--- src/rtl/prep3_pkg.sv ---
// Shared definitions for the prep3 code tracker: shadow state encoding,
// the FSM output codes, path tags and the record layout.
package prep3_pkg;

    typedef enum logic [2:0] {
        ST_START = 3'd0,
        ST_SA    = 3'd1,
        ST_SB    = 3'd2,
        ST_SC    = 3'd3,
        ST_SD    = 3'd4,
        ST_SE    = 3'd5,
        ST_SF    = 3'd6,
        ST_SG    = 3'd7
    } state_e;

    localparam logic [7:0] CODE_IDLE      = 8'h00;
    localparam logic [7:0] CODE_GO        = 8'h82;
    localparam logic [7:0] CODE_SA_HOLD   = 8'h04;
    localparam logic [7:0] CODE_SA_TO_SC  = 8'h40;
    localparam logic [7:0] CODE_SA_TO_SB  = 8'h20;
    localparam logic [7:0] CODE_SB_TO_SE  = 8'h11;
    localparam logic [7:0] CODE_SB_TO_SF  = 8'h30;
    localparam logic [7:0] CODE_SC_TO_SD  = 8'h08;
    localparam logic [7:0] CODE_SD_TO_SG  = 8'h80;
    localparam logic [7:0] CODE_SF_TO_SG  = 8'h02;
    localparam logic [7:0] CODE_SE_EXIT   = 8'h40;
    localparam logic [7:0] CODE_SG_EXIT   = 8'h01;

    localparam logic [1:0] PATH_SC  = 2'd0;
    localparam logic [1:0] PATH_SE  = 2'd1;
    localparam logic [1:0] PATH_SF  = 2'd2;
    localparam logic [1:0] PATH_ERR = 2'd3;

    localparam int unsigned REC_W   = 8;
    localparam logic [4:0]  LEN_MAX = 5'd31;

    // Record byte: {err, path, len}
    function automatic logic [REC_W-1:0] make_rec(input logic       err,
                                                  input logic [1:0] path,
                                                  input logic [4:0] len);
        return {err, path, len};
    endfunction

endpackage

--- src/rtl/rec_fifo.sv ---
// Synchronous record FIFO; pointers carry an extra wrap bit so full and
// empty are distinguished without a separate count.
module rec_fifo
    import prep3_pkg::*;
#(
    parameter int unsigned DEPTH = 4,
    parameter int unsigned W     = REC_W
) (
    input  logic         i_clk,
    input  logic         i_rst_n,
    input  logic         i_push,
    input  logic [W-1:0] i_data,
    input  logic         i_pop,
    output logic [W-1:0] o_data,
    output logic         o_full,
    output logic         o_empty
);

    localparam int unsigned AW = $clog2(DEPTH);

    logic [W-1:0] r_mem [DEPTH];
    logic [AW:0]  r_wr_ptr;
    logic [AW:0]  r_rd_ptr;
    logic         w_do_push;
    logic         w_do_pop;

    assign o_empty = (r_wr_ptr == r_rd_ptr);
    assign o_full  = (r_wr_ptr[AW] != r_rd_ptr[AW]) &&
                     (r_wr_ptr[AW-1:0] == r_rd_ptr[AW-1:0]);

    assign w_do_pop  = i_pop && !o_empty;
    // A push into a full FIFO is still taken when the head leaves this cycle
    assign w_do_push = i_push && (!o_full || w_do_pop);

    assign o_data = r_mem[r_rd_ptr[AW-1:0]];

    always_ff @(posedge i_clk or negedge i_rst_n) begin
        if (!i_rst_n) begin
            r_wr_ptr <= '0;
            r_rd_ptr <= '0;
            for (int unsigned i = 0; i < DEPTH; i++) begin
                r_mem[i] <= '0;
            end
        end else begin
            if (w_do_push) begin
                r_mem[r_wr_ptr[AW-1:0]] <= i_data;
                r_wr_ptr                <= r_wr_ptr + 1'b1;
            end
            if (w_do_pop) begin
                r_rd_ptr <= r_rd_ptr + 1'b1;
            end
        end
    end

endmodule

--- src/rtl/prep3_code_tracker.sv ---
// Shadow of the prep3 FSM rebuilt from its output codes; emits one record
// per completed or aborted frame into a small FIFO and keeps counters.
module prep3_code_tracker
    import prep3_pkg::*;
#(
    parameter int unsigned DEPTH = 4,
    parameter int unsigned CNT_W = 16
) (
    input  logic             clk,
    input  logic             rst,
    input  logic [7:0]       code_in,
    input  logic             code_valid,
    output logic [7:0]       rec_data,
    output logic             rec_valid,
    input  logic             rec_ready,
    output logic [2:0]       shadow_state,
    output logic             sync_err,
    output logic [CNT_W-1:0] frame_cnt,
    output logic [7:0]       err_cnt,
    output logic [7:0]       drop_cnt
);

    localparam logic [CNT_W-1:0] CNT_ONE = {{(CNT_W-1){1'b0}}, 1'b1};

    state_e           r_state;
    logic [4:0]       r_len;
    logic [1:0]       r_path;
    logic             r_sync_err;
    logic [CNT_W-1:0] r_frame_cnt;
    logic [7:0]       r_err_cnt;
    logic [7:0]       r_drop_cnt;

    state_e           w_next_state;
    logic             w_legal;
    logic             w_idle;
    logic             w_go;
    logic             w_complete;
    logic             w_path_set;
    logic [1:0]       w_path_val;
    logic [4:0]       w_len_inc;
    logic             w_push;
    logic [REC_W-1:0] w_rec;
    logic             w_pop;
    logic             w_full;
    logic             w_empty;
    logic             w_drop;

    always_comb begin
        w_next_state = ST_START;
        w_legal      = 1'b0;
        w_idle       = 1'b0;
        w_go         = 1'b0;
        w_complete   = 1'b0;
        w_path_set   = 1'b0;
        w_path_val   = r_path;
        unique case (r_state)
            ST_START: begin
                if (code_in == CODE_IDLE) begin
                    w_legal = 1'b1;
                    w_idle  = 1'b1;
                end else if (code_in == CODE_GO) begin
                    w_legal      = 1'b1;
                    w_go         = 1'b1;
                    w_next_state = ST_SA;
                end
            end
            ST_SA: begin
                if (code_in == CODE_SA_HOLD) begin
                    w_legal      = 1'b1;
                    w_next_state = ST_SA;
                end else if (code_in == CODE_SA_TO_SC) begin
                    w_legal      = 1'b1;
                    w_next_state = ST_SC;
                    w_path_set   = 1'b1;
                    w_path_val   = PATH_SC;
                end else if (code_in == CODE_SA_TO_SB) begin
                    w_legal      = 1'b1;
                    w_next_state = ST_SB;
                end
            end
            ST_SB: begin
                if (code_in == CODE_SB_TO_SE) begin
                    w_legal      = 1'b1;
                    w_next_state = ST_SE;
                    w_path_set   = 1'b1;
                    w_path_val   = PATH_SE;
                end else if (code_in == CODE_SB_TO_SF) begin
                    w_legal      = 1'b1;
                    w_next_state = ST_SF;
                    w_path_set   = 1'b1;
                    w_path_val   = PATH_SF;
                end
            end
            ST_SC: begin
                if (code_in == CODE_SC_TO_SD) begin
                    w_legal      = 1'b1;
                    w_next_state = ST_SD;
                end
            end
            ST_SD: begin
                if (code_in == CODE_SD_TO_SG) begin
                    w_legal      = 1'b1;
                    w_next_state = ST_SG;
                end
            end
            ST_SF: begin
                if (code_in == CODE_SF_TO_SG) begin
                    w_legal      = 1'b1;
                    w_next_state = ST_SG;
                end
            end
            ST_SE: begin
                if (code_in == CODE_SE_EXIT) begin
                    w_legal    = 1'b1;
                    w_complete = 1'b1;
                end
            end
            ST_SG: begin
                if (code_in == CODE_SG_EXIT) begin
                    w_legal    = 1'b1;
                    w_complete = 1'b1;
                end
            end
            default: ;
        endcase
    end

    // len is always 0 in START, so an illegal code there records len=1
    assign w_len_inc = (r_len == LEN_MAX) ? r_len : r_len + 5'd1;
    assign w_push    = code_valid && (w_complete || !w_legal);
    assign w_rec     = w_legal ? make_rec(1'b0, r_path, w_len_inc)
                               : make_rec(1'b1, PATH_ERR, w_len_inc);
    assign w_pop     = !w_empty && rec_ready;
    assign w_drop    = w_push && w_full && !w_pop;

    always_ff @(posedge clk or negedge rst) begin
        if (!rst) begin
            r_state     <= ST_START;
            r_len       <= '0;
            r_path      <= PATH_SC;
            r_sync_err  <= 1'b0;
            r_frame_cnt <= '0;
            r_err_cnt   <= '0;
            r_drop_cnt  <= '0;
        end else begin
            r_sync_err <= code_valid && !w_legal;
            if (code_valid) begin
                r_state <= w_next_state;
                if (!w_legal || w_complete || w_idle) begin
                    r_len <= '0;
                end else if (w_go) begin
                    r_len <= 5'd1;
                end else begin
                    r_len <= w_len_inc;
                end
                if (w_go) begin
                    r_path <= PATH_SC;
                end else if (w_path_set) begin
                    r_path <= w_path_val;
                end
                if (w_complete) begin
                    r_frame_cnt <= r_frame_cnt + CNT_ONE;
                end
                if (!w_legal && r_err_cnt != 8'hFF) begin
                    r_err_cnt <= r_err_cnt + 8'd1;
                end
            end
            if (w_drop && r_drop_cnt != 8'hFF) begin
                r_drop_cnt <= r_drop_cnt + 8'd1;
            end
        end
    end

    rec_fifo #(
        .DEPTH (DEPTH),
        .W     (REC_W)
    ) u_rec_fifo (
        .i_clk   (clk),
        .i_rst_n (rst),
        .i_push  (w_push),
        .i_data  (w_rec),
        .i_pop   (w_pop),
        .o_data  (rec_data),
        .o_full  (w_full),
        .o_empty (w_empty)
    );

    assign rec_valid    = !w_empty;
    assign shadow_state = r_state;
    assign sync_err     = r_sync_err;
    assign frame_cnt    = r_frame_cnt;
    assign err_cnt      = r_err_cnt;
    assign drop_cnt     = r_drop_cnt;

endmodule
--- config.mk ---
export PLATFORM = sky130hd
export DESIGN_NAME = prep3_code_tracker
export DESIGN_NICKNAME = d
export VERILOG_FILES = /design/src/rtl/prep3_pkg.sv /design/src/rtl/rec_fifo.sv /design/src/rtl/prep3_code_tracker.sv
export SDC_FILE = /design/constraint.sdc
export NUM_CORES = 1
export LEC_CHECK = 0
export CAP_MARGIN = 20
export CORE_MARGIN = 2
export CORE_UTILIZATION = 50
export CTS_BUF_LIST = sky130_fd_sc_hd__clkbuf_8
export DETAILED_ROUTE_END_ITERATION = 7
export GPL_TIMING_DRIVEN = 0
export PLACE_DENSITY = 0.81
export SETUP_SLACK_MARGIN = 0.05
export SKIP_CTS_REPAIR_TIMING = 1
export SLEW_MARGIN = 20
export SYNTH_ARGS = -nofsm -noshare
export SYNTH_HDL_FRONTEND = slang
export SYNTH_SLANG_ARGS = --single-unit
export TNS_END_PERCENT = 50
--- constraint.sdc ---
create_clock -name clk -period 2.85 [get_ports clk]
set_clock_uncertainty 0.1 [all_clocks]
set_input_delay 0.285 -clock clk [delete_from_list [all_inputs] [get_ports clk]]
set_output_delay 0.285 -clock clk [all_outputs]
set_load 0.01 [all_outputs]
==> metrics.md, run 1 <==
| Metric | Value |
|---|---|
| Placed cell areas | 4850 um2 |
| Routed length on met2 | 4380 um |
| Top-count cell post-synth | dfrtp_1 |
| Layout net count | about 440 |
| Final wirelength | between 8000 and 9000 um |
| Post-synthesis sequential area ratio | between 40% and 50% |
| Crit path top cell by count | buf_6 |
| Critical path class | in -> reg |
| Top Metal Used | met4 |
| Adder-Cell Fraction of Synth Area | under 10% |
| Rel. slew slack | 57.4% |
| Final GP Congestion | 0.850 |
| CTS root buf | clkbuf_8 |
| Worst Tran Pin Value | between 0.6 and 0.7 ns |
| Crit path max fanout | 10 |
| Full die area | 9090 um2 |
| RSZ-0062 raised after global routing | no |
| Fillers | around 630 |
| Synth Instances | 352 |
| Drt pass-1 iters | 4 |
| Worst-case clock buffer depth | 2 |
| Hold Slack | 0.362 ns |
| Die Span Y | 95.4 um |
| DRC violation count after routing | 0 |
| Pin count of the biggest net entering global routing | 45 |
| CP max stage delay | around 0.57 ns |
| Row count | 33 |
| Fin Setup TNS | 0 ns |
| Initial Util | about 51% |
| Mux share of post-synthesis cell area | 15.5% |
| Dpl hpwl | between 6000 and 7000 um |
| Max_cap viols | 0 |
| Critical Path End Type | flip-flop |
| Total number of vias | about 3.0k |
| Ant diodes | 0 |
| Top post-synthesis cells by area | dfrtp_1, mux2_2, xor2_1, mux4_2, xnor2_1 |
| Leading area contributor after synthesis | dfrtp_1 |
| Layout cells sized above 1 | 20.9% |
| Antenna violations before repair | 0 |
| Status | finished clean |
| Synth Area in Simple Gates | between 10% and 20% |
| Main synth FF type | dfrtp_1 |
| # IOs | 57 |
| Fin. max-slew vios | 0 |
| Tightest Hold Check Type | in -> async |
| Routed Antenna Nets | 0 |
| GRT Total Usage | 20.7% |
| # clock sinks | 81 |
| Core Area | about 8000 um2 |
| P&R area growth vs syn | 24.8% |
| Clock tree from TritonCTS | yes |
| Post-synth top cells | dfrtp_1, mux2_2, xor2_1 |
| Total power | 3.83 mW |
| Pwr/cell area | about 730 nW/um2 |
| Vias per inst | 5.67 |
| Initial drt markers | about 250 |
| Critical path arrival | ~2.9 ns |
| Vias in the first global route | 2,870 |
| Crit-path slowest cell | or4b_1 |
| Unique masters post-synth | 51 |
| Startpoint types | primary input |
| Die width | 95.4 um |
| Synth top area share | roughly half |
| DR WL/cell | 16.6 um |
| Fin worst setup slack | 0.0794 ns |
| Hold Vio Cnt, Final | 0 |
| Metal3 WL | 391 um |
| Compound-Gate Fraction of Synth Area | 4.95% |
| CP required | 2.98 ns |
| Post-route core utilization | 64.1% |
| Flip-flop and latch count after synthesis | 81 |
| DRT met1 WL | 4000 um |
| Dpl ws | -0.635 ns |
| Largest family of logic cells by synthesized area | simple AND/OR/NAND/NOR gates |
| EDFF count, synth | 0 |
| Mapped cell area | roughly 4200 um2 |
| Async SR Flop Fraction | 100% |
| Leak | 2.31 nW |
| CTS clock-pin slew for the worst setup and hold paths | 0.09 ns |
| Final setup viols | 0 |
| Period Utilization, post-route | 97.2% |
| Top delay family on crit path | simple AND/OR/NAND/NOR gates |
| FMAX | 361 MHz |
| Insertion delay to the later sink of the worst-skew pair | 0.35 ns |
| CP Cell Sequence | clkdlybuf4s50_1 > or4b_1 > or4_4 > o311ai_2 > o31a_1 > buf_6 > nor3b_2 > buf_6 > mux2_4 |
| Synth Area in XOR/XNOR | 7.97% |
| Worst vdd ir | 0.593 mV |
| I/O Buffers | 53 |
| Ys Warns | 0 |
| Syn_area_per_cell | 11.9 um2 |
| Fin cells | between 500 and 600 |
| Final min period | roughly 2.8 ns |
| First-pass GRT wire length | approximately 14,000 um |
| Sum of buffers and inverters on the critical path | 3 |
| H-Tree Depth | 3 |
| CTS Buf Count | 9 |
| Synthesized Nets | 373 |
| Cell Count Post-Placement | 511 |
| GRT overflow | 0 |
| Cell area after layout | around 5200 um2 |
flip-flops by register name, summed over array words and instances (netlist names):
signal,cells
shadow_state,3
r_path,2
u_rec_fifo.r_mem,32
sync_err,1
drop_cnt,8
err_cnt,8
u_rec_fifo.r_wr_ptr,3
u_rec_fifo.r_rd_ptr,3
frame_cnt,16
r_len,5
cell type report:
class / instances / area [um2] / area share [%]
Buffer: 14 / 75.1 / 1.44
Timing Repair Buffer: 58 / 628 / 12.1
Inverter: 9 / 33.8 / 0.648
Multi-Input combinational cell: 248 / 2100 / 40.2
Clock inverter: 7 / 93.8 / 1.80
Sequential cell: 81 / 2030 / 38.9
Tap cell: 105 / 131 / 2.52
Clock buffer: 9 / 124 / 2.38
metal layers:
| layer | vias up | track usage, % |
|---|---|---|
| li1 | 1428 | - |
| met1 | 1495 | 28.5 |
| met2 | 83 | 32.6 |
| met3 | 4 | 5.14 |
| met4 | 0 | 6.40 |
| met5 | - | 0 |
cell usage in the layout (no fill, tap or decap), drive strengths merged, types with 3 or more instances in the layout:
cell / n
dfrtp: 81
clkdlybuf4s50: 48
mux2: 37
xor2: 24
nand2: 23
nand3: 18
clkbuf: 17
xnor2: 14
nand4: 14
nor3: 13
nor2: 11
buf: 11
inv: 10
ha: 9
mux4: 8
nor3b: 7
o21ai: 6
and3: 5
nor4: 5
or3: 4
and4: 4
dlymetal6s2s: 4
a21boi: 4
or4: 4
and3b: 3
nand2b: 3
a21oi: 3
o22ai: 3
nor4b: 3
power breakdown:
part / internal (mW) / switching (mW) / total (mW)
sequential: 1.39 / 0.198 / 1.59
clock: 0.493 / 0.413 / 0.906
combinational: 0.768 / 0.564 / 1.33
total: 2.65 / 1.17 / 3.83
cell families (layout without fill, tap and decap cells):
family / Yosys count / in the layout
DFF: 81 / 81
buffers and inverters: 23 / 97
AOI/OAI and AO/OA: 28 / 28
xor gates and xnor gates: 38 / 38
muxes: 47 / 47
adders and majority gates: 9 / 9
and+or+nand+nor: 126 / 126
worst paths after layout:
path	end	from	cells past startpoint	slack, ns
worst min register to register	frame_cnt[15]	frame_cnt[15]	1	0.38
min in group clk	frame_cnt[15]	frame_cnt[15]	1	0.38
worst max register to register	u_rec_fifo.r_mem[12]	u_rec_fifo.r_rd_ptr[1]	8	0.27
worst max-delay path	u_rec_fifo.r_mem[4]	code_in[4]	9	0.08
worst min-delay path	u_rec_fifo.r_mem[31]	rst	2	0.36
max in group asynchronous	frame_cnt[8]	rst	3	1.69
Note: power is estimated with default switching activity, not from simulation.
==> inputs of run 2 (changes only) <==
--- a/config.mk
+++ b/config.mk
@@ -12,6 +12,7 @@
 export DETAILED_ROUTE_END_ITERATION = 7
 export GPL_TIMING_DRIVEN = 0
 export PLACE_DENSITY = 0.81
+export RECOVER_POWER = 50
 export SETUP_SLACK_MARGIN = 0.05
 export SKIP_CTS_REPAIR_TIMING = 1
 export SLEW_MARGIN = 20
==> run 2 against run 1 <==
Combinational power about the same. Fmax up 0.22%. Cell count unchanged. Power down 0.52%. Largest power group unchanged.
==> metrics.md, run 2 (synthesis results as in run 1) <==
| Metric | Value |
|---|---|
| Vias in the first global route | 2,870 (unchanged) |
| Fin Setup TNS | 0 ns (unchanged) |
| Critical Path End Type | flip-flop |
| RR Endpoint | u_rec_fifo.r_mem[12] |
| Commonest non-fill, non-tap cells in the layout | dfrtp_1, mux2_2, clkdlybuf4s50_1, xor2_1 |
| Crit path top cell by count | buf_6 |
| CP max stage delay | 0.57 ns (about the same) |
| GRT Total Usage | 20.7% (unchanged) |
| GRT overflow | 0 (unchanged) |
| Met2 GRT Util | 32.6% (unchanged) |
| Fin worst setup slack | 0.0854 ns (+0.00598 ns) |
| Worst r2r src | u_rec_fifo.r_rd_ptr[1] |
| Hold path start | frame_cnt[15] |
| Dpl hpwl | 6120 um (unchanged) |
| Pin count of the biggest net entering global routing | 45 (unchanged) |
| CTS clock-pin slew for the worst setup and hold paths | 0.08 ns (about the same) |
| NetSw | 1.17 mW (-0.41%) |
| CP required | 2.98 ns (about the same) |
| Final wirelength | 8740 um (-0.86%) |
| Max_cap viols | 0 (unchanged) |
| Antenna violations before repair | 0 (unchanged) |
| Drt pass-1 iters | 4 (unchanged) |
| Critical path startpoint | code_in[4] |
| Int Pwr | 2.64 mW (-0.57%) |
| Core Area | 8130 um2 (unchanged) |
| First-pass GRT wire length | 14,300 um (unchanged) |
| Insertion delay to the later sink of the worst-skew pair | 0.35 ns (about the same) |
| Total number of vias | 3,020 (+0.33%) |
| CTS root buf | clkbuf_8 |
| Worst Hold Depth | 1 |
| Cell Count Post-Placement | 511 (unchanged) |
| Tightest Hold Check Type | reg -> reg |
| R2R Setup Slk | 0.28 ns (about the same) |
| Pwr/cell area | 733 nW/um2 (-0.18%) |
| Routed Antenna Nets | 0 (unchanged) |
| Register cell area after layout | 2030 um2 (unchanged) |
| Met1 usage | 28.5% (unchanged) |
| Layout cells sized above 1 | 20.9% (unchanged) |
| Initial drt markers | 214 (-14%) |
| Critical path arrival | 2.90 ns (about the same) |
| Top reg by flops | u_rec_fifo.r_mem |
| Rel. slew slack | 30.7% (-27 points) |
| Initial Util | 51.3% (unchanged) |
| Fin cells | 531 (unchanged) |
| Clock tree from TritonCTS | yes |
| CTS Buf Count | 9 (unchanged) |
| # clock sinks | 81 (unchanged) |
| Startpoint types | primary input |
| Leak | 2.37 nW (+2.6%) |
| Final GP Congestion | 0.850 (unchanged) |
| Sequential power share | 41.7% (+0.2 points) |
| RSZ-0062 raised after global routing | no |
| Full die area | 9090 um2 (unchanged) |
| Layout net count | 442 (unchanged) |
| Fin. max-slew vios | 0 (unchanged) |
| Hold Slack | 0.369 ns (+0.00790 ns) |
| Vias per inst | 5.69 (+0.33%) |
| Crit path max fanout | 10 (unchanged) |
| Critical path class | in -> reg |
| Ant diodes | 0 (unchanged) |
| Clock power frac | 23.7% (about the same) |
| Worst Hold Path EP | frame_cnt[15] |
| Die Span Y | 95.4 um (unchanged) |
| Switching share of total power | 30.7% (+0.034 points) |
| DRC violation count after routing | 0 (unchanged) |
| Status | finished clean |
| Area of the multi-input gates | 2100 um2 (unchanged) |
| # IOs | 57 (unchanged) |
| Worst Tran Pin Value | 1.04 ns (+0.400 ns) |
| DR WL/cell | 16.5 um (-0.86%) |
| Comb pwr share | 34.6% (-0.2 points) |
| GR Util met3 | 5.14% (unchanged) |
| Final min period | 2.76 ns (-0.00598 ns) |
| Worst vdd ir | 0.587 mV (-0.99%) |
| Leading cell type in the layout, fill and taps excluded | dfrtp_1 |
| P&R area growth vs syn | 24.4% |
| I/O Buffers | 53 (unchanged) |
| CP Cell Sequence | clkdlybuf4s50_1 > or4b_1 > or4_4 > o311ai_2 > o31a_1 > buf_6 > nor3b_2 > buf_6 > mux2_4 |
| Worst-case clock buffer depth | 2 (unchanged) |
| H-Tree Depth | 3 (unchanged) |
| Dpl ws | -0.635 ns (unchanged) |
| Row count | 33 (unchanged) |
| Die width | 95.4 um (unchanged) |
| Final setup viols | 0 (unchanged) |
| Crit-path slowest cell | or4b_1 |
| Fillers | 636 (+0.47%) |
| GRT busiest layer | met2 |
| Hold Vio Cnt, Final | 0 (unchanged) |
| Max reg flops | 32 (unchanged) |
| Total power | 3.81 mW (-0.52%) |
| Worst-case reg-to-reg path depth | 8 (unchanged) |
| Period Utilization, post-route | 97.0% (-0.21 points) |
| FMAX | 362 MHz (+0.22%) |
-- run 2: cell types whose count changed in the layout (fill, tap and decap cells not counted) --
cell / previous run / this run
buf_4: 1 / 0
buf_12: 4 / 3
dlygate4sd3_1: 1 / 23
clkdlybuf4s50_1: 48 / 26
clkbuf_2: 3 / 5
-- run 2: metal layers --
metal | wire length (um) | share of wire (%)
met1 | 3910 | 45
met2 | 4380 | 50
met3 | 388 | 4.4
met4 | 65 | 0.74
met5 | 0 | 0
-- run 2: power by group through the flow --
| stage | Sequential (mW) | Clock, mW | Combinational [mW] |
|---|---|---|---|
| after floorplan | 1.59 | 0 | 0.780 |
| after global placement | 1.59 | 0 | 1.21 |
| after detailed placement | 1.61 | 0 | 1.27 |
| after CTS | 1.59 | 0.932 | 1.27 |
| after global routing | 1.63 | 0.992 | 1.43 |
| final | 1.59 | 0.904 | 1.32 |
-- run 2: final cells by class --
cell class                 instances  area share (%)
sequential                        81            39.0
multi-input combinational        248            40.4
timing repair buffer              58            11.8
clock inverter                     7            1.81
tap                              105            2.53
clock buffer                       9            2.39
buffer                            14            1.45
inverter                           9           0.651
-- run 2: worst max-delay path: cells and delay by family --
kind / cells / cell delay, ns
buf+inv: 3 / 0.89
mux: 1 / 0.30
compound gates: 2 / 0.34
simple gates: 3 / 1.08
-- run 2: worst max path at each step --
stage	to	slack, ns
floorplan	u_rec_fifo.r_mem[0]	0.35
global placement	frame_cnt[7]	-1.35
detailed placement	frame_cnt[15]	-0.64
CTS	frame_cnt[6]	-0.25
global route	u_rec_fifo.r_mem[0]	0.05
finish	u_rec_fifo.r_mem[4]	0.09
-- run 2: through the flow --
stage          utilization, %  instance area [um2]
2_1_floorplan               -                 4170
3_3_place_gp             59.5                 4840
3_5_place_dp             59.7                 4850
4_1_cts                  62.3                 5070
5_1_grt                  63.8                 5190
6_report                 63.8                 5190
==> inputs of run 3 (changes only) <==
--- a/config.mk
+++ b/config.mk
@@ -11,8 +11,9 @@
 export CTS_BUF_LIST = sky130_fd_sc_hd__clkbuf_8
 export DETAILED_ROUTE_END_ITERATION = 7
 export GPL_TIMING_DRIVEN = 0
-export PLACE_DENSITY = 0.81
+export PLACE_DENSITY = 0.74
 export RECOVER_POWER = 50
+export REMOVE_ABC_BUFFERS = 1
 export SETUP_SLACK_MARGIN = 0.05
 export SKIP_CTS_REPAIR_TIMING = 1
 export SLEW_MARGIN = 20
==> run 3 against run 2 <==
Power down 3.3%. Sequential power up 4%. Register-to-register slack worse by 0.098 ns. Die area unchanged. Via count down 0.33%. Cell count down 1.7%. Clock power down 14%. Hold slack better by 0.0037 ns. Design area down 0.67%. First-iteration DRC count down 2.8%. Largest cell class unchanged. Highest routed layer unchanged.
==> metrics.md, run 3 (synthesis results as in run 1) <==
| Metric | Value |
|---|---|
| Pwr/cell area | 714 nW/um2 (-2.7%) |
| Final min period | 2.67 ns (-0.0966 ns) |
| # clock sinks | 81 (unchanged) |
| Hold path start | frame_cnt[15] |
| Worst Hold Depth | 1 (unchanged) |
| Insertion delay to the later sink of the worst-skew pair | 0.34 ns (about the same) |
| Initial drt markers | 208 (-2.8%) |
| R2R Setup Slk | 0.18 ns (-0.10 ns) |
| Drt pass-1 iters | 6 (+2) |
| Top reg by flops | u_rec_fifo.r_mem |
| Routed Antenna Nets | 0 (unchanged) |
| Pin count of the biggest net entering global routing | 45 (unchanged) |
| Fin worst setup slack | 0.182 ns (+0.0966 ns) |
| Fillers | 641 (+0.79%) |
| Commonest non-fill, non-tap cells in the layout | dfrtp_1, mux2_2, clkdlybuf4s50_1, xor2_1, nand2_1 |
| Leading cell type in the layout, fill and taps excluded | dfrtp_1 |
| Dpl hpwl | 5740 um (-6.3%) |
| Worst Hold Path EP | frame_cnt[15] |
| Hold Vio Cnt, Final | 0 (unchanged) |
| H-Tree Depth | 3 (unchanged) |
| DRC violation count after routing | 0 (unchanged) |
| DR WL/cell | 17.0 um (+3.2%) |
| Core Area | 8130 um2 (unchanged) |
| Leak | 2.38 nW (+0.70%) |
| Vias in the first global route | 2,900 (+1.0%) |
| GRT Total Usage | 20.0% (-0.70 points) |
| Critical path arrival | 2.80 ns (-0.10 ns) |
| Max_cap viols | 0 (unchanged) |
| Max reg flops | 32 (unchanged) |
| # IOs | 57 (unchanged) |
| Final GP Congestion | 0.883 (+3.9%) |
| CTS root buf | clkbuf_8 |
| Full die area | 9090 um2 (unchanged) |
| Dpl ws | -0.955 ns (-0.320 ns) |
| P&R area growth vs syn | 23.6% |
| Clock tree from TritonCTS | yes |
| Worst Tran Pin Value | 1.07 ns (+0.0360 ns) |
| CTS clock-pin slew for the worst setup and hold paths | 0.08 ns (about the same) |
| Ant diodes | 0 (unchanged) |
| CTS Buf Count | 9 (unchanged) |
| Initial Util | 51.3% (unchanged) |
| Tightest Hold Check Type | reg -> reg |
| Placed cell areas | 4810 um2 (-0.90%) |
| Rel. slew slack | 28.3% (-2.4 points) |
| RSZ-0062 raised after global routing | no |
| Cell area after layout | 5160 um2 (-0.67%) |
| First-pass GRT wire length | 14,100 um (-1.3%) |
| Critical Path End Type | flip-flop |
| Period Utilization, post-route | 93.6% (-3.4 points) |
| FMAX | 375 MHz (+3.6%) |
| RR Endpoint | u_rec_fifo.r_mem[25] |
| Worst-case reg-to-reg path depth | 6 (-2) |
| Fin Setup TNS | 0 ns (unchanged) |
| GRT overflow | 0 (unchanged) |
| CP required | 2.98 ns (about the same) |
| Vias per inst | 5.77 (+1.4%) |
| Fin. max-slew vios | 0 (unchanged) |
| Layout net count | 434 (-1.8%) |
| Row count | 33 (unchanged) |
| Total number of vias | 3,010 (-0.33%) |
| Layout cells sized above 1 | 19.2% (-1.7 points) |
| Worst vdd ir | 0.539 mV (-8.2%) |
| Worst-case clock buffer depth | 2 (unchanged) |
| Status | finished clean |
| Final setup viols | 0 (unchanged) |
| Post-route core utilization | 63.4% (-0.43 points) |
| Startpoint types | flip-flop |
| I/O Buffers | 56 (+5.7%) |
| Critical path class | reg -> reg |
| Crit path max fanout | 10 (unchanged) |
| Hold Slack | 0.373 ns (+0.00371 ns) |
| Antenna violations before repair | 0 (unchanged) |
| Worst r2r src | shadow_state[2] |
| Die Span Y | 95.4 um (unchanged) |
| Final wirelength | 8870 um (+1.5%) |
| Die width | 95.4 um (unchanged) |
[run 3: report_power, final]
part	internal (mW)	switching, mW	leakage, nW
Sequential	1.39	0.266	1.03
Clock	0.390	0.392	0.101
Combinational	0.746	0.495	1.25
[run 3: cell type report]
| class | instances | area [um2] | area share [%] |
|---|---|---|---|
| clock buffers | 9 | 124 | 2.40 |
| clock inverters | 6 | 52.6 | 1.02 |
| inverters | 9 | 33.8 | 0.655 |
| multi-input cells | 249 | 2110 | 40.9 |
| flip-flops and latches | 81 | 2030 | 39.3 |
| well taps | 105 | 131 | 2.55 |
| repair buffers | 63 | 681 | 13.2 |
[run 3: metal layers]
metal	share of wire, %	global-route usage [%]	vias to the layer above	routed length, um
met4	0.77	3.62	0	68
met5	0	0	-	0
met1	46	28.3	1498	4050
met3	5.1	5.22	9	452
li1	-	-	1412	-
met2	48	31.6	91	4300
[run 3: how the worst max path moves through the flow]
stage	start	to	slack, ns	cells after the start
final	shadow_state[2]	u_rec_fifo.r_mem[25]	0.18	6
after global routing	shadow_state[2]	u_rec_fifo.r_mem[30]	0.04	6
after CTS	code_in[0]	u_rec_fifo.r_mem[7]	-0.58	7
after detailed placement	code_in[0]	u_rec_fifo.r_mem[7]	-0.96	7
after global placement	rst	frame_cnt[8]	-1.41	1
after floorplan	code_in[0]	u_rec_fifo.r_mem[0]	0.05	6
[run 3: worst max-delay path, stage by stage (launching register included)]
cell,delay [ns]
dfrtp_1,0.56
nor4b_1,0.14
nand4b_1,0.22
nand2_1,0.19
o31a_4,0.46
nor3b_4,0.49
mux2_2,0.39
[run 3: stage by stage]
step	total power [mW]	std cells
4_1_cts	3.64	515
3_5_place_dp	2.84	500
3_3_place_gp	2.79	499
2_1_floorplan	2.34	338
6_report	3.68	522
5_1_grt	3.90	522
